$ cat src/rtl/router_reg_pkt_if.sv
// router_reg_pkt_if: FSM strobes / input-port word on one side, FIFO write bus and status flags on the other.
// Define ROUTER_ERR_COUNT_EN to carry the err_count status bus.
interface router_reg_pkt_if #(
    parameter int unsigned DATA_WIDTH = 8
);
    logic                  pkt_valid;
    logic [DATA_WIDTH-1:0] data_in;
    logic                  fifo_full;
    logic                  detect_add;
    logic                  lfd_state;
    logic                  ld_state;
    logic                  laf_state;
    logic                  full_state;
    logic                  rst_int_reg;

    logic [DATA_WIDTH-1:0] dout;
    logic                  dout_valid;
    logic                  skid_empty;
    logic                  skid_ovf;
    logic                  parity_done;
    logic                  low_packet_valid;
    logic                  err;

`ifdef ROUTER_ERR_COUNT_EN
    logic [7:0]            err_count;

    modport master (
        output pkt_valid, data_in, fifo_full, detect_add, lfd_state, ld_state,
               laf_state, full_state, rst_int_reg,
        input  dout, dout_valid, skid_empty, skid_ovf, parity_done,
               low_packet_valid, err, err_count
    );

    modport slave (
        input  pkt_valid, data_in, fifo_full, detect_add, lfd_state, ld_state,
               laf_state, full_state, rst_int_reg,
        output dout, dout_valid, skid_empty, skid_ovf, parity_done,
               low_packet_valid, err, err_count
    );
`else
    modport master (
        output pkt_valid, data_in, fifo_full, detect_add, lfd_state, ld_state,
               laf_state, full_state, rst_int_reg,
        input  dout, dout_valid, skid_empty, skid_ovf, parity_done,
               low_packet_valid, err
    );

    modport slave (
        input  pkt_valid, data_in, fifo_full, detect_add, lfd_state, ld_state,
               laf_state, full_state, rst_int_reg,
        output dout, dout_valid, skid_empty, skid_ovf, parity_done,
               low_packet_valid, err
    );
`endif
endinterface

$ cat src/rtl/router_reg_pkt.sv
// router_reg_pkt: router datapath register stage -- header capture, FIFO write data, overflow skid buffer, packet parity check.
// Optional: define ROUTER_ERR_COUNT_EN for a saturating parity-error counter on err_count.
module router_reg_pkt #(
    parameter int unsigned DATA_WIDTH = 8,
    parameter int unsigned NUM_PORTS  = 3,
    parameter int unsigned SKID_DEPTH = 2
) (
    input  logic            clock,
    input  logic            resetn,
    router_reg_pkt_if.slave bus
);

    localparam int unsigned ADDR_BITS = (NUM_PORTS > 1) ? $clog2(NUM_PORTS) : 1;
    localparam int unsigned PTR_W     = (SKID_DEPTH > 1) ? $clog2(SKID_DEPTH) : 1;
    localparam int unsigned CNT_W     = $clog2(SKID_DEPTH + 1);

    logic [DATA_WIDTH-1:0] header_q,   header_d;
    logic [DATA_WIDTH-1:0] int_par_q,  int_par_d;
    logic [DATA_WIDTH-1:0] pkt_par_q,  pkt_par_d;
    logic [DATA_WIDTH-1:0] dout_q,     dout_d;
    logic                  dout_vld_q, dout_vld_d;
    logic                  empty_q,    empty_d;
    logic                  ovf_q,      ovf_d;
    logic                  pdone_q,    pdone_d;
    logic                  chk_q,      chk_d;
    logic                  lpv_q,      lpv_d;
    logic                  err_q,      err_d;
    logic [PTR_W-1:0]      wr_ptr_q,   wr_ptr_d;
    logic [PTR_W-1:0]      rd_ptr_q,   rd_ptr_d;
    logic [CNT_W-1:0]      cnt_q,      cnt_d;

    logic [DATA_WIDTH-1:0] skid_mem_q [SKID_DEPTH];

    logic addr_ok_c, hdr_c, accept_c, bypass_c, pop_c, push_req_c, push_c, drop_c;
    logic skid_full_c, par_word_c;

    // full_state has no datapath action: accepted words accumulate parity regardless of it
    logic unused_full_state_c;
    assign unused_full_state_c = bus.full_state;

    function automatic logic [PTR_W-1:0] ptr_inc(input logic [PTR_W-1:0] p);
        return (p == PTR_W'(SKID_DEPTH - 1)) ? '0 : p + PTR_W'(1);
    endfunction

    always_comb begin
        addr_ok_c   = 32'(bus.data_in[ADDR_BITS-1:0]) < NUM_PORTS;
        hdr_c       = bus.detect_add & bus.pkt_valid & addr_ok_c;
        accept_c    = bus.ld_state & bus.pkt_valid;
        par_word_c  = bus.ld_state & ~bus.pkt_valid;
        bypass_c    = accept_c & ~bus.fifo_full & empty_q;
        pop_c       = bus.laf_state & ~bus.fifo_full & ~empty_q;
        push_req_c  = accept_c & ~bypass_c;
        skid_full_c = (cnt_q == CNT_W'(SKID_DEPTH));
        // a same-cycle pop frees the slot the push needs
        push_c      = push_req_c & (~skid_full_c | pop_c);
        drop_c      = push_req_c & ~push_c;
    end

    // next-state for the whole stage; a valid header overrides every clear it implies
    always_comb begin
        header_d   = header_q;
        int_par_d  = int_par_q;
        pkt_par_d  = pkt_par_q;
        dout_d     = dout_q;
        dout_vld_d = 1'b0;
        ovf_d      = ovf_q;
        pdone_d    = pdone_q;
        lpv_d      = lpv_q;
        err_d      = err_q;
        wr_ptr_d   = wr_ptr_q;
        rd_ptr_d   = rd_ptr_q;
        cnt_d      = cnt_q;

        if (bus.lfd_state) begin
            dout_d     = header_q;
            dout_vld_d = 1'b1;
            int_par_d  = int_par_d ^ header_q;
        end
        if (accept_c) begin
            int_par_d = int_par_d ^ bus.data_in;
        end
        if (bypass_c) begin
            dout_d     = bus.data_in;
            dout_vld_d = 1'b1;
        end
        if (pop_c) begin
            dout_d     = skid_mem_q[rd_ptr_q];
            dout_vld_d = 1'b1;
            rd_ptr_d   = ptr_inc(rd_ptr_q);
        end
        if (push_c) begin
            wr_ptr_d = ptr_inc(wr_ptr_q);
        end
        if (push_c && !pop_c) begin
            cnt_d = cnt_q + CNT_W'(1);
        end else if (!push_c && pop_c) begin
            cnt_d = cnt_q - CNT_W'(1);
        end
        if (drop_c) begin
            ovf_d = 1'b1;
        end
        if (par_word_c) begin
            pkt_par_d = bus.data_in;
        end
        if (bus.rst_int_reg) begin
            lpv_d = 1'b0;
        end else if (par_word_c) begin
            lpv_d = 1'b1;
        end
        if (lpv_q && empty_q && !pdone_q) begin
            pdone_d = 1'b1;
        end
        if (chk_q && (pkt_par_q != int_par_q)) begin
            err_d = 1'b1;
        end
        if (hdr_c) begin
            header_d  = bus.data_in;
            int_par_d = '0;
            pkt_par_d = '0;
            pdone_d   = 1'b0;
            err_d     = 1'b0;
            ovf_d     = 1'b0;
            wr_ptr_d  = '0;
            rd_ptr_d  = '0;
            cnt_d     = '0;
        end

        // compare exactly once, on the cycle parity_done is first seen high
        chk_d   = pdone_d & ~pdone_q;
        empty_d = (cnt_d == '0);
    end

    always_ff @(posedge clock or negedge resetn) begin
        if (!resetn) begin
            header_q   <= '0;
            int_par_q  <= '0;
            pkt_par_q  <= '0;
            dout_q     <= '0;
            dout_vld_q <= 1'b0;
            empty_q    <= 1'b1;
            ovf_q      <= 1'b0;
            pdone_q    <= 1'b0;
            chk_q      <= 1'b0;
            lpv_q      <= 1'b0;
            err_q      <= 1'b0;
            wr_ptr_q   <= '0;
            rd_ptr_q   <= '0;
            cnt_q      <= '0;
        end else begin
            header_q   <= header_d;
            int_par_q  <= int_par_d;
            pkt_par_q  <= pkt_par_d;
            dout_q     <= dout_d;
            dout_vld_q <= dout_vld_d;
            empty_q    <= empty_d;
            ovf_q      <= ovf_d;
            pdone_q    <= pdone_d;
            chk_q      <= chk_d;
            lpv_q      <= lpv_d;
            err_q      <= err_d;
            wr_ptr_q   <= wr_ptr_d;
            rd_ptr_q   <= rd_ptr_d;
            cnt_q      <= cnt_d;
        end
    end

    // skid storage is qualified by the pointers/count, so it needs no reset
    always_ff @(posedge clock) begin
        if (push_c) begin
            skid_mem_q[wr_ptr_q] <= bus.data_in;
        end
    end

    assign bus.dout             = dout_q;
    assign bus.dout_valid       = dout_vld_q;
    assign bus.skid_empty       = empty_q;
    assign bus.skid_ovf         = ovf_q;
    assign bus.parity_done      = pdone_q;
    assign bus.low_packet_valid = lpv_q;
    assign bus.err              = err_q;

`ifdef ROUTER_ERR_COUNT_EN
    logic [7:0] err_cnt_q, err_cnt_d;

    // counts err rising edges, saturating; only reset clears it
    always_comb begin
        err_cnt_d = err_cnt_q;
        if (err_d && !err_q && (err_cnt_q != 8'hFF)) begin
            err_cnt_d = err_cnt_q + 8'd1;
        end
    end

    always_ff @(posedge clock or negedge resetn) begin
        if (!resetn) begin
            err_cnt_q <= '0;
        end else begin
            err_cnt_q <= err_cnt_d;
        end
    end

    assign bus.err_count = err_cnt_q;
`endif

endmodule

$ cat src/flat_wrapper.sv
// flat-port wrapper written by rule: the top's interface ports become plain ports
module router_reg_pkt_flat 
#(
    parameter int unsigned DATA_WIDTH = 8,
    parameter int unsigned NUM_PORTS  = 3,
    parameter int unsigned SKID_DEPTH = 2
)
  (clock, resetn, bus_pkt_valid, bus_data_in, bus_fifo_full, bus_detect_add, bus_lfd_state, bus_ld_state, bus_laf_state, bus_full_state, bus_rst_int_reg, bus_dout, bus_dout_valid, bus_skid_empty, bus_skid_ovf, bus_parity_done, bus_low_packet_valid, bus_err);
  router_reg_pkt_if #(.DATA_WIDTH(DATA_WIDTH)) bus_i ();
  input  logic clock;
  input  logic resetn;
  input wire logic [$bits(bus_i.pkt_valid)-1:0] bus_pkt_valid;
  input wire logic [$bits(bus_i.data_in)-1:0] bus_data_in;
  input wire logic [$bits(bus_i.fifo_full)-1:0] bus_fifo_full;
  input wire logic [$bits(bus_i.detect_add)-1:0] bus_detect_add;
  input wire logic [$bits(bus_i.lfd_state)-1:0] bus_lfd_state;
  input wire logic [$bits(bus_i.ld_state)-1:0] bus_ld_state;
  input wire logic [$bits(bus_i.laf_state)-1:0] bus_laf_state;
  input wire logic [$bits(bus_i.full_state)-1:0] bus_full_state;
  input wire logic [$bits(bus_i.rst_int_reg)-1:0] bus_rst_int_reg;
  output wire logic [$bits(bus_i.dout)-1:0] bus_dout;
  output wire logic [$bits(bus_i.dout_valid)-1:0] bus_dout_valid;
  output wire logic [$bits(bus_i.skid_empty)-1:0] bus_skid_empty;
  output wire logic [$bits(bus_i.skid_ovf)-1:0] bus_skid_ovf;
  output wire logic [$bits(bus_i.parity_done)-1:0] bus_parity_done;
  output wire logic [$bits(bus_i.low_packet_valid)-1:0] bus_low_packet_valid;
  output wire logic [$bits(bus_i.err)-1:0] bus_err;
  assign bus_i.pkt_valid = bus_pkt_valid;
  assign bus_i.data_in = bus_data_in;
  assign bus_i.fifo_full = bus_fifo_full;
  assign bus_i.detect_add = bus_detect_add;
  assign bus_i.lfd_state = bus_lfd_state;
  assign bus_i.ld_state = bus_ld_state;
  assign bus_i.laf_state = bus_laf_state;
  assign bus_i.full_state = bus_full_state;
  assign bus_i.rst_int_reg = bus_rst_int_reg;
  assign bus_dout = bus_i.dout;
  assign bus_dout_valid = bus_i.dout_valid;
  assign bus_skid_empty = bus_i.skid_empty;
  assign bus_skid_ovf = bus_i.skid_ovf;
  assign bus_parity_done = bus_i.parity_done;
  assign bus_low_packet_valid = bus_i.low_packet_valid;
  assign bus_err = bus_i.err;
  router_reg_pkt #(.DATA_WIDTH(DATA_WIDTH), .NUM_PORTS(NUM_PORTS), .SKID_DEPTH(SKID_DEPTH)) u_core (.clock(clock), .resetn(resetn), .bus(bus_i));
endmodule
$ cat config.mk
export PLATFORM = sky130hd
export DESIGN_NAME = router_reg_pkt_flat
export DESIGN_NICKNAME = d
export VERILOG_FILES = /design/src/rtl/router_reg_pkt_if.sv /design/src/rtl/router_reg_pkt.sv /design/src/flat_wrapper.sv
export SDC_FILE = /design/constraint.sdc
export NUM_CORES = 1
export LEC_CHECK = 0
export CAP_MARGIN = 20
export CORE_ASPECT_RATIO = 2
export CORE_UTILIZATION = 40
export DETAILED_ROUTE_END_ITERATION = 16
export PLACE_DENSITY = 0.58
export REMOVE_ABC_BUFFERS = 1
export SKIP_LAST_GASP = 1
export SYNTH_ARGS = -nofsm -noshare
export SYNTH_HDL_FRONTEND = slang
export SYNTH_SLANG_ARGS = --single-unit
$ cat constraint.sdc
create_clock -name clock -period 6.4 [get_ports clock]
set_clock_uncertainty 0.2 [all_clocks]
set_input_delay 0.64 -clock clock [delete_from_list [all_inputs] [get_ports clock]]
set_output_delay 0.64 -clock clock [all_outputs]
set_load 0.02 [all_outputs]
**Word level (Yosys, flattened, before mapping)**

Memory sizes are Yosys's and may differ from the RTL's.
Index checks and enable logic that the tools add are counted.

- Bits in registers: 43
- Memory bits (writable): 16
- Input port bits: 18
- Output and inout bits: 14
- Word-level logic and storage cells: 90
- Memories kept: 1

- Add/sub/neg operators: 4
- Magnitude comparators: 1
- Equality and inequality tests: 2
- Muxes and demuxes: 30
- Bitwise gates (word level): 22
- Reductions and logical operators: 16

Memory list:

| name | words | width | read ports | clocked after Yosys merged registers in | wr ports | line | text |
|---|---|---|---|---|---|---|---|
| u_core.skid_mem_q | 2 | 8 | 1 | 0 | 1 | router_reg_pkt.sv:32 | `logic [DATA_WIDTH-1:0] skid_mem_q [SKID_DEPTH];` |

Operators with widths:

| cell | number |
|---|---|
| 8-bit 2-to-1 mux | 8 |
| 1-bit 2-to-1 mux | 19 |
| 8-bit bitwise XOR | 2 |
| 1-bit bitwise AND | 12 |
| 2-bit nonzero test | 6 |
| 8-bit != test | 1 |
| 1-bit NOT | 7 |
| 2-bit 2-to-1 mux | 3 |
| 1-bit logical AND | 5 |
| 1-bit logical NOT | 3 |
| 3-bit nonzero test | 1 |
| 1-bit adder, second input constant | 2 |
| 2-bit by 1-bit adder with 2-bit output, second input constant | 1 |
| 2-bit equality test, second input constant | 1 |
| 2-bit logical NOT | 1 |
| 2-bit less-than comparator, second input constant | 1 |
| 2-bit by 1-bit subtractor with 2-bit output, second input constant | 1 |
| 1-bit bitwise OR | 1 |

**Depth between registers and ports, before layout**

Gate-level depths: netlist of the first run.

- Word-level depth: 12
- Gate-level depth with buffers: 6

**Worst setup path after synthesis of the first run**

OpenSTA, ideal clock, no wires.

- Path type: input port to flip-flop
- Start: input bus_fifo_full
- End: memory u_core.skid_mem_q[0][0], enable pin
- Setup time: 373 ps
- Arrival time: 1673 ps
- Path slack: 4154 ps
- Cell stages on the path: 3
- Buffers on the path: 0
- Cells stage by stage: nand2b_1 a221oi_4 nor2b_1

- Longest elaborated chain between the ends: 8

Ends and longest elaborated chain:

| element | line | text |
|---|---|---|
| from (decl) | flat_wrapper.sv:14 | `input wire logic [$bits(bus_i.fifo_full)-1:0] bus_fifo_full;` |
| 1-bit NOT * | router_reg_pkt.sv:50, router_reg_pkt.sv:51 |  |
| 1-bit bitwise AND (2 in series) | router_reg_pkt.sv:50 | `bypass_c = accept_c & ~bus.fifo_full & empty_q;` |
| 1-bit NOT | router_reg_pkt.sv:52 | `push_req_c = accept_c & ~bypass_c;` |
| 1-bit bitwise AND | router_reg_pkt.sv:52 |  |
| 1-bit bitwise AND * | router_reg_pkt.sv:55 | `push_c = push_req_c & (~skid_full_c \| pop_c);` |
| 1-bit 2-to-1 mux * | router_reg_pkt.sv:169 | `if (push_c) begin` |
| 1-bit 2-to-1 mux (implied by the code) * | router_reg_pkt.sv:170 | `skid_mem_q[wr_ptr_q] <= bus.data_in;` |
| to (decl) | router_reg_pkt.sv:32 |  |

Every way passes the cells marked *; elsewhere a longest branch is shown, timed or not.

**Worst setup path in the final report of the first run**

- Start: input bus_pkt_valid
- End: memory u_core.skid_mem_q[0][2], enable pin

- Longest elaborated chain between the ends: 8

Ends and longest elaborated chain:

| element | line | text |
|---|---|---|
| from (decl) | flat_wrapper.sv:12 | `input wire logic [$bits(bus_i.pkt_valid)-1:0] bus_pkt_valid;` |
| 1-bit bitwise AND * | router_reg_pkt.sv:48 | `accept_c = bus.ld_state & bus.pkt_valid;` |
| 1-bit bitwise AND (2 in series) | router_reg_pkt.sv:50 |  |
| 1-bit NOT | router_reg_pkt.sv:52 |  |
| 1-bit bitwise AND * | router_reg_pkt.sv:52 |  |
| 1-bit bitwise AND * | router_reg_pkt.sv:55 |  |
| 1-bit 2-to-1 mux * | router_reg_pkt.sv:169 |  |
| 1-bit 2-to-1 mux (implied by the code) * | router_reg_pkt.sv:170 |  |

Marked as above.

==> flow_summary_export.csv, run 1 <==
group,metric,value,unit
outcome,status,"complete, no violations",
clock_tree,h-tree-depth,3,
sta,setup_viol,0,
min_path,hp-class,"reg -> reg",
logic_synthesis,synthXorXnorAreaFrac,8.896,%
pwr,fin_total_pwr,1370,uW
setup_path,start_kind,"input port",
global_routing,grt-ovfl-total,0,
sta,finalHoldViolations,0,
clock_tree,clk_pin_slew_worst_paths,0.05,ns
setup_path,reg2reg_from,"u_core.cnt_q[0]",
pwr,cellLeakagePower,0.001417,uW
setup_path,rr_endpoint,"u_core.skid_mem_q[0][2]",
place,hpwl,3669,microns
final_layout,diodes,0,
route,dr.pass1.iters,5,
route,ant_nets,0,
place,gp_congestion,0.7108,
setup_path,worstRegToRegCells,4,
floorplan,row_count,42,
final_layout,nets,298,
sta,drv_slew,0,
clock_tree,cts_resized,0,
logic_synthesis,ys_seq_elements,59,
min_path,hold_start,"u_core.bus.parity_done",
clock_tree,clockBufferDepth,2,
sta,finalCritPeriodShare,41.71,%
logic_synthesis,ys_seq_area_share,56.80,%
floorplan,pin_count,32,
logic_synthesis,synth_top_area_share,38.32,%
global_routing,grt_antenna_before_repair,0,
place,port_buffers,30,
final_layout,area_growth,23.72,%
logic_synthesis,avgSynthCellArea,11.15,sq um
setup_path,worstPathArrival,2.42,ns
logic_synthesis,synthSimpleGateAreaFrac,14.01,%
floorplan,die_area,7212,sq um
logic_synthesis,yosys_warnings,0,
logic_synthesis,synth_cells,246,
clock_tree,cts_tree,"done",
route,vias,1810,
sta,rsz0062_at_grt,"false",
setup_path,cp-end-kind,"register",
sta,setup_tns,0,ns
sta,fin_crit,2.669,ns
floorplan,die_w,60.55,microns
logic_synthesis,synth_top_family_by_area,"simple AND/OR/NAND/NOR gates",
logic_synthesis,yosys.area_share.adder,0.4562,%
logic_synthesis,postSynth.asyncResetShare,72.88,%
setup_path,worstPathMaxFanout,8,
global_routing,grt_first_pass_wirelength,8790,microns
global_routing,grt_max_degree,44,
pwr,power_density,403.8,nW/um^2
logic_synthesis,muxShareOfSynthArea,8.668,%
setup_path,crit_type,"in -> reg",
logic_synthesis,synth.cell_area,2743,sq um
route,viasPerCell,4.866,
logic_synthesis,ys.flop_type,"dfrtp_1",
global_routing,grt_usage,17.34,%
logic_synthesis,yosys.area.top_type,"dfrtp_1",
setup_path,required,6.15,ns
min_path,min_to,"u_core.chk_q",
logic_synthesis,synth_compound_area_share,8.759,%
clock_tree,clockRootBuffer,"clkbuf_16",
logic_synthesis,synth.top_cells.by_count,"nand2_1 (43), dfrtp_1 (42), nor2_1 (29), a21oi_1 (19), xor2_1 (17)",
logic_synthesis,yosys.cell_count.top_type,"nand2_1",
clock_tree,clk-insertion-delay-late,0.32,ns
logic_synthesis,ys_types,38,
min_path,holdPathStages,1,
floorplan,core-area,6621,sq um
route,dr.first_iter.drc_count,38,
setup_path,r2r_setup_slack,4.03,ns
final_layout,post-route-util,51.25,%
pwr,peakVddDrop,0.1893,mV
flow_run,maxCapViolCount,0,
sta,worstMarginPinSlew,0.7862,ns
global_routing,grt_pass1_vias,1734,
route,wirelength,5364,microns
clock_tree,cts.sinks,59,
logic_synthesis,synth_area_leaders,"dfrtp_1 (38%), edfxtp_1 (18%), nand2_1 (5.9%), xor2_1 (5.4%), nor2_1 (4.0%)",
logic_synthesis,synth_edf_count,16,
sta,fmax,374.7,MHz
final_layout,fillers,614,
place,pre_cts_ws,3.349,ns
sta,fin_ws,3.731,ns
route,wl_per_cell,14.42,microns
floorplan,die_h,119.1,microns
clock_tree,cts_buffers,9,
final_layout,drive_gt1_share,13.38,%
sta,slew_headroom,47.48,%
route,drc,0,
floorplan,initial_utilization,41.42,%
[layout make-up]
type	count	area (sq um)	area share, %
well taps	88	110.1	3.245
clock buffers	12	236.5	6.969
inverters	4	15.01	0.4425
flip-flops and latches	59	1558	45.91
clock inverters	4	18.77	0.5531
multi-input cells	172	1122	33.08
repair buffers	33	332.8	9.808
[cells by family after synthesis]
| family | Yosys count |
|---|---|
| buffers and inverters | 15 |
| AND/OR/NAND/NOR | 87 |
| flip-flops | 59 |
| multiplexers | 22 |
| adder cells (fa/ha/maj) | 1 |
| XOR/XNOR | 27 |
| AO/OA/AOI/OAI | 35 |
[worst max-delay path by stage]
| stage | from | to | depth (start not counted) |
|---|---|---|---|
| finish | bus_pkt_valid | u_core.skid_mem_q[0][2] | 4 |
| detailed placement | bus_pkt_valid | u_core.skid_mem_q[0][2] | 4 |
| floorplan | bus_detect_add | u_core.header_q[2] | 3 |
| CTS | bus_pkt_valid | u_core.skid_mem_q[0][2] | 4 |
| global placement | bus_pkt_valid | u_core.skid_mem_q[0][2] | 4 |
| global route | bus_pkt_valid | u_core.skid_mem_q[0][7] | 4 |
[sequential cells by signal, summed over array words and instances, names as in the netlist]
| signal | flops |
|---|---|
| u_core.skid_mem_q | 16 |
| u_core.bus.dout | 8 |
| u_core.header_q | 8 |
| u_core.int_par_q | 8 |
| u_core.pkt_par_q | 8 |
| u_core.cnt_q | 2 |
| u_core.bus.dout_valid | 1 |
| u_core.bus.err | 1 |
| u_core.bus.low_packet_valid | 1 |
| u_core.bus.parity_done | 1 |
| u_core.bus.skid_empty | 1 |
| u_core.bus.skid_ovf | 1 |
| u_core.chk_q | 1 |
| u_core.rd_ptr_q | 1 |
| u_core.wr_ptr_q | 1 |
[repair_timing]
action | in CTS | in global routing
hold buffers | 0 | 1
buffers inserted | 0 | 0
hold endpoints to repair | 0 | 6
[power breakdown]
group / total (uW) / internal (uW) / switching, uW
combinational: 397 / 201 / 195
sequential: 560 / 486 / 73.9
clock: 413 / 258 / 155
[critical path, stage by stage]
cell	delay, ns
clkdlybuf4s50_1	0.57
nand2_2	0.13
a221oi_4	0.38
nor2b_1	0.70
[placed cells by master (no fill, tap or decap), types with 6 or more instances in the layout]
cell type	count
a21oi_1	18
clkbuf_16	9
clkdlybuf4s50_1	29
dfrtp_1	42
edfxtp_1	16
mux2_1	6
mux2_2	8
mux2i_1	8
nand2_1	43
nor2_1	29
o21ai_1	8
xnor2_1	9
xor2_1	17
[per-stage QoR]
step | hold slack, ns | area [sq um] | cells
2_1_floorplan | 0.1444 | 2691 | 235
3_3_place_gp | 0.2662 | 3108 | 354
3_5_place_dp | 0.2731 | 3108 | 354
4_1_cts | 0.2845 | 3363 | 370
5_1_grt | 0.3047 | 3393 | 372
6_report | 0.2720 | 3393 | 372
[routing by layer]
| layer | up-vias | global-route usage (%) | wire (microns) |
|---|---|---|---|
| met2 | 27 | 27.95 | 2880 |
| met3 | 10 | 3.692 | 139 |
| met5 | - | 0 | 0 |
| met1 | 877 | 20.35 | 2207 |
| li1 | 896 | - | - |
| met4 | 0 | 10.23 | 136 |
Power figures use the tool's default switching activity.
==> run 2: changes to the inputs <==
--- a/config.mk
+++ b/config.mk
@@ -9,7 +9,7 @@
 export CORE_ASPECT_RATIO = 2
 export CORE_UTILIZATION = 40
 export DETAILED_ROUTE_END_ITERATION = 16
-export PLACE_DENSITY = 0.58
+export PLACE_DENSITY = 0.61
 export REMOVE_ABC_BUFFERS = 1
 export SKIP_LAST_GASP = 1
 export SYNTH_ARGS = -nofsm -noshare
==> constraint.sdc (replaced) <==
create_clock -name clock -period 2.25 [get_ports clock]
set_clock_uncertainty 0.2 [all_clocks]
set_input_delay 0.225 -clock clock [delete_from_list [all_inputs] [get_ports clock]]
set_output_delay 0.225 -clock clock [all_outputs]
set_load 0.02 [all_outputs]
==> run 2 against run 1 <==
  * Highest routed layer unchanged
  * Utilization grew 0.98 points
  * Register-to-register slack lost 3.7 ns
  * Critical path depth shrank 2
  * Die area is the same
  * Sequential power grew to 2.8 times the previous value
  * Power grew to 2.9 times the previous value
  * First-iteration DRC count grew 39%
  * Design area grew 1.9%
==> flow_summary_export.csv, run 2 (synthesis results as in run 1) <==
group,metric,value,unit
final_layout,final_cell_mix,"nand2_1 (43), dfrtp_1 (42), nor2_1 (29), clkdlybuf4s50_1 (29), a21oi_1 (18)",
final_layout,diodes,0,
clock_tree,clk_pin_slew_worst_paths,0.05,ns
route,vias,1812,
floorplan,pin_count,32,
min_path,min_to,"u_core.bus.low_packet_valid",
sta,setup_viol,0,
final_layout,top_register,"u_core.skid_mem_q",
global_routing,grt_first_pass_wirelength,9094,microns
route,dr.first_iter.drc_count,53,
sta,fin_crit,2.069,ns
place,hpwl,3792,microns
clock_tree,clk-insertion-delay-late,0.32,ns
place,pre_cts_ws,0.03901,ns
setup_path,r2r_setup_slack,0.36,ns
setup_path,worstPathArrival,1.64,ns
sta,fin_ws,0.1807,ns
sta,setup_tns,0,ns
setup_path,worstRegToRegCells,4,
route,wl_per_cell,14.04,microns
setup_path,crit_type,"reg -> out",
setup_path,slowest_stage,"clkdlybuf4s50_1",
setup_path,slowest_delay,0.59,ns
setup_path,crit_path_cell_trace,"buf_4, clkdlybuf4s50_1",
final_layout,largest_reg_flops,16,
clock_tree,clockRootBuffer,"clkbuf_16",
clock_tree,h-tree-depth,3,
route,drc,0,
sta,drv_slew,0,
floorplan,core-area,6621,sq um
min_path,hold_start,"bus_rst_int_reg",
route,viasPerCell,4.756,
global_routing,grt-ovfl-total,0,
setup_path,required,1.82,ns
pwr,peakVddDrop,0.5531,mV
setup_path,rr_endpoint,"u_core.bus.dout[0]",
global_routing,grt_max_degree,44,
floorplan,row_count,42,
outcome,status,"complete, no violations",
place,gp_congestion,0.7713,
setup_path,path_delay_family,"buffers and inverters",
pwr,cellLeakagePower,0.001457,uW
flow_run,maxCapViolCount,0,
final_layout,layout_commonest_cell,"nand2_1",
clock_tree,cts.sinks,59,
setup_path,reg2reg_from,"u_core.bus.skid_empty",
place,port_buffers,30,
floorplan,die_area,7212,sq um
sta,fmax,483.3,MHz
global_routing,grt_pass1_vias,1900,
global_routing,grt_usage,17.57,%
place,placed_cells,364,
final_layout,nets,307,
sta,finalHoldViolations,0,
clock_tree,cts_setup_buffers,0,
final_layout,area_growth,26.10,%
sta,slew_headroom,58.74,%
pwr,power_density,1130,nW/um^2
floorplan,die_w,60.55,microns
global_routing,grt_antenna_before_repair,0,
setup_path,worst-path-buf-inv,2,
setup_path,worstPathMaxFanout,4,
setup_path,cp-end-kind,"output port",
floorplan,die_h,119.1,microns
clock_tree,cts_buffers,9,
min_path,hp-class,"in -> reg",
sta,rsz0062_at_grt,"false",
clock_tree,cts_tree,"done",
final_layout,instances_no_fill,381,
final_layout,drive_gt1_share,15.36,%
route,wirelength,5350,microns
clock_tree,cts_resized,0,
clock_tree,clockBufferDepth,2,
min_path,holdPathStages,2,
sta,finalCritPeriodShare,91.97,%
route,ant_nets,0,
setup_path,start_kind,"register",
sta,worstMarginPinSlew,0.6183,ns
floorplan,initial_utilization,41.42,%
route,dr.pass1.iters,4,
[run 2: cell types whose count changed in the layout (fill, tap and decap cells not counted)]
cell	delta
clkbuf_1	-1
clkinv_2	-2
buf_4	+9
clkinv_1	+3
[run 2: worst max-delay path by stage]
| stage | from | to | slack (ns) | cells past startpoint |
|---|---|---|---|---|
| global placement | bus_fifo_full | u_core.bus.dout[4] | 0.07 | 5 |
| global route | u_core.bus.skid_empty | bus_skid_empty | 0.13 | 2 |
| detailed placement | bus_pkt_valid | u_core.bus.dout[5] | 0.04 | 5 |
| finish | u_core.bus.skid_empty | bus_skid_empty | 0.18 | 2 |
| floorplan | bus_detect_add | u_core.header_q[2] | -0.02 | 3 |
| CTS | u_core.bus.skid_empty | bus_skid_empty | 0.15 | 2 |
[run 2: power breakdown]
| group | internal [uW] | switching, uW | leakage [uW] |
|---|---|---|---|
| logic | 602 | 563 | 0.000655 |
| clock network | 724 | 425 | 0.000123 |
| registers | 1380 | 211 | 0.000678 |
| total | 2710 | 1200 | 0.00146 |
[run 2: final cells by class]
type	instances	area, sq um
Fill cell	636	3163
Sequential cell	59	1558
Multi-Input combinational cell	172	1122
Timing Repair Buffer	42	400.4
Clock buffer	11	232.7
Tap cell	88	110.1
Clock inverter	5	20.02
Inverter	4	15.01
[run 2: timing repair]
action | in CTS | in global routing
setup endpoints to repair | 0 | 0
hold buffers | 1 | 0
hold endpoints to repair | 42 | 0
[run 2: routing by layer]
metal	wire, microns	GRT usage (%)	vias to the layer above
met1	2072	18.82	872
met5	0	0	-
met3	142	4.235	10
met4	125	8.097	0
met2	3009	30.84	25
li1	-	-	905
[run 2: stage by stage]
| step | cell area [sq um] | hold slack (ns) | total power (uW) | util (%) |
|---|---|---|---|---|
| detailed placement | 3196 | 0.1473 | 2784 | 48.26 |
| CTS | 3458 | 0.2161 | 3979 | 52.23 |
| finish | 3458 | 0.2322 | 3908 | 52.23 |
| global route | 3458 | 0.2375 | 4153 | 52.23 |
| global placement | 3196 | 0.1458 | 2760 | 48.26 |
| floorplan | 2691 | -0.2706 | 2356 | - |
==> run 3: changes to the inputs <==
--- a/config.mk
+++ b/config.mk
@@ -11,6 +11,7 @@
 export DETAILED_ROUTE_END_ITERATION = 16
 export PLACE_DENSITY = 0.61
 export REMOVE_ABC_BUFFERS = 1
+export SETUP_SLACK_MARGIN = 0.2
 export SKIP_LAST_GASP = 1
 export SYNTH_ARGS = -nofsm -noshare
 export SYNTH_HDL_FRONTEND = slang
==> run 3 against run 2 <==
  * Clock-buffer cell count did not move
  * Largest cell class unchanged
  * Die area stayed put
  * Wire length is 0.80% higher
  * Non-clock buffer count unchanged
  * Global-route usage is the same
  * Clock power barely moved
  * Sequential cell count did not move
  * Critical endpoint is now u_core.bus.dout[0]
  * Critical path depth rose by 2
==> flow_summary_export.csv, run 3 (synthesis results as in run 1) <==
group,metric,value,unit
route,wl_per_cell,14.15,microns
floorplan,row_count,42,
sta,fin_hold_ws,0.2336,ns
route,wirelength,5393,microns
final_layout,instances_no_fill,381,
setup_path,critPathLaunch,"u_core.bus.skid_empty",
place,gp_congestion,0.7713,
pwr,power_density,1128,nW/um^2
global_routing,grt_pass1_vias,1900,
min_path,hp-class,"in -> reg",
final_layout,drive_gt1_share,15.36,%
flow_run,maxCapViolCount,0,
setup_path,required,2.24,ns
global_routing,grt_usage,17.57,%
pwr,peakVddDrop,0.5540,mV
outcome,status,"complete, no violations",
route,dr.first_iter.drc_count,42,
setup_path,r2r_setup_slack,0.36,ns
clock_tree,cts_buffers,9,
clock_tree,clk_pin_slew_worst_paths,0.05,ns
setup_path,worstPathArrival,1.88,ns
final_layout,top_register,"u_core.skid_mem_q",
global_routing,grt_first_pass_wirelength,9094,microns
floorplan,core-area,6621,sq um
place,port_buffers,30,
setup_path,crit_end,"u_core.bus.dout[0]",
route,vias,1817,
clock_tree,cts.sinks,59,
sta,fmax,529.1,MHz
sta,setup_viol,0,
clock_tree,h-tree-depth,3,
final_layout,area_growth,26.23,%
clock_tree,cts_tree,"done",
route,viasPerCell,4.769,
final_layout,final_cell_mix,"nand2_1 (43), dfrtp_1 (42), nor2_1 (29), clkdlybuf4s50_1 (28), a21oi_1 (18)",
setup_path,crit_type,"reg -> reg",
sta,worstMarginPinSlew,0.5551,ns
setup_path,cp-end-kind,"register",
global_routing,grt_antenna_before_repair,0,
clock_tree,clk-insertion-delay-late,0.32,ns
floorplan,pin_count,32,
global_routing,grt-ovfl-total,0,
global_routing,grt_max_degree,44,
setup_path,rr_endpoint,"u_core.bus.dout[0]",
setup_path,reg2reg_from,"u_core.bus.skid_empty",
final_layout,largest_reg_flops,16,
sta,slew_headroom,63.00,%
final_layout,diodes,0,
route,ant_nets,0,
sta,drv_slew,0,
sta,fin_crit,1.890,ns
floorplan,die_w,60.55,microns
pwr,cellLeakagePower,0.001460,uW
sta,finalCritPeriodShare,84.00,%
setup_path,start_kind,"register",
place,placed_cells,364,
final_layout,layout_commonest_cell,"nand2_1",
floorplan,die_h,119.1,microns
place,hpwl,3792,microns
setup_path,worstPathMaxFanout,9,
clock_tree,clockBufferDepth,2,
route,drc,0,
sta,fin_ws,0.3600,ns
floorplan,initial_utilization,41.42,%
place,pre_cts_ws,0.03901,ns
sta,rsz0062_at_grt,"false",
clock_tree,clockRootBuffer,"clkbuf_16",
sta,finalHoldViolations,0,
setup_path,worstRegToRegCells,4,
pwr,fin_total_pwr,3905,uW
floorplan,die_area,7212,sq um
final_layout,nets,307,
route,dr.pass1.iters,3,
[run 3: cell types whose count changed in the layout (fill, tap and decap cells not counted)]
cell / previous run / this run
nor2_2: 1 / 0
clkdlybuf4s50_1: 29 / 28
dlygate4sd2_1: 0 / 1
nor2_4: 0 / 1
[run 3: cell type report]
cell class	count	area (sq um)
Fill cell	636	3159
Sequential cell	59	1558
Multi-Input combinational cell	172	1127
Timing Repair Buffer	42	399.1
Clock buffer	11	232.7
Tap cell	88	110.1
Clock inverter	5	20.02
Inverter	4	15.01
[run 3: critical path, cell delays in order, from the launching register on]
cell	delay (ns)
dfstp_2	0.58
nand4b_2	0.32
mux2_1	0.44
a21oi_1	0.15
o21ai_1	0.07
[run 3: worst min path at each step]
stage / startpoint / endpoint / slack [ns] / depth (start not counted)
6_report: bus_rst_int_reg / u_core.bus.low_packet_valid / 0.23 / 2
5_1_grt: bus_rst_int_reg / u_core.bus.low_packet_valid / 0.24 / 2
4_1_cts: bus_rst_int_reg / u_core.bus.low_packet_valid / 0.22 / 2
3_5_place_dp: resetn / u_core.bus.dout[6] / 0.15 / 2
3_3_place_gp: resetn / u_core.bus.dout[0] / 0.15 / 2
2_1_floorplan: resetn / u_core.bus.dout[0] / -0.27 / 0
[run 3: metrics by stage]
stage | instance area (sq um) | util (%) | TNS, ns
6_report | 3462 | 52.29 | 0
5_1_grt | 3462 | 52.29 | 0
4_1_cts | 3457 | 52.21 | 0
3_5_place_dp | 3196 | 48.26 | 0
3_3_place_gp | 3196 | 48.26 | 0
2_1_floorplan | 2691 | - | -0.03333
[run 3: what timing repair did]
item | 4_1_cts | 5_1_grt
setup buffers | 0 | 0
endpoints found under the hold margin | 42 | 0
endpoints found under the setup margin | 1 | 3
pin swaps | 0 | 0
hold buffers | 1 | 0
resized for setup | 1 | 1
[run 3: layer usage]
layer / vias up / GRT usage [%] / share of wire [%]
li1: 905 / - / -
met1: 877 / 18.82 / 39
met2: 25 / 30.84 / 56
met3: 10 / 4.235 / 2.6
met4: 0 / 8.097 / 2.3
met5: - / 0 / 0
[run 3: power breakdown]
part	internal, uW	switching, uW	leakage (uW)
combinational	597	566	0.000659
clock	724	425	0.000123
sequential	1380	211	0.000678
total	2700	1200	0.00146
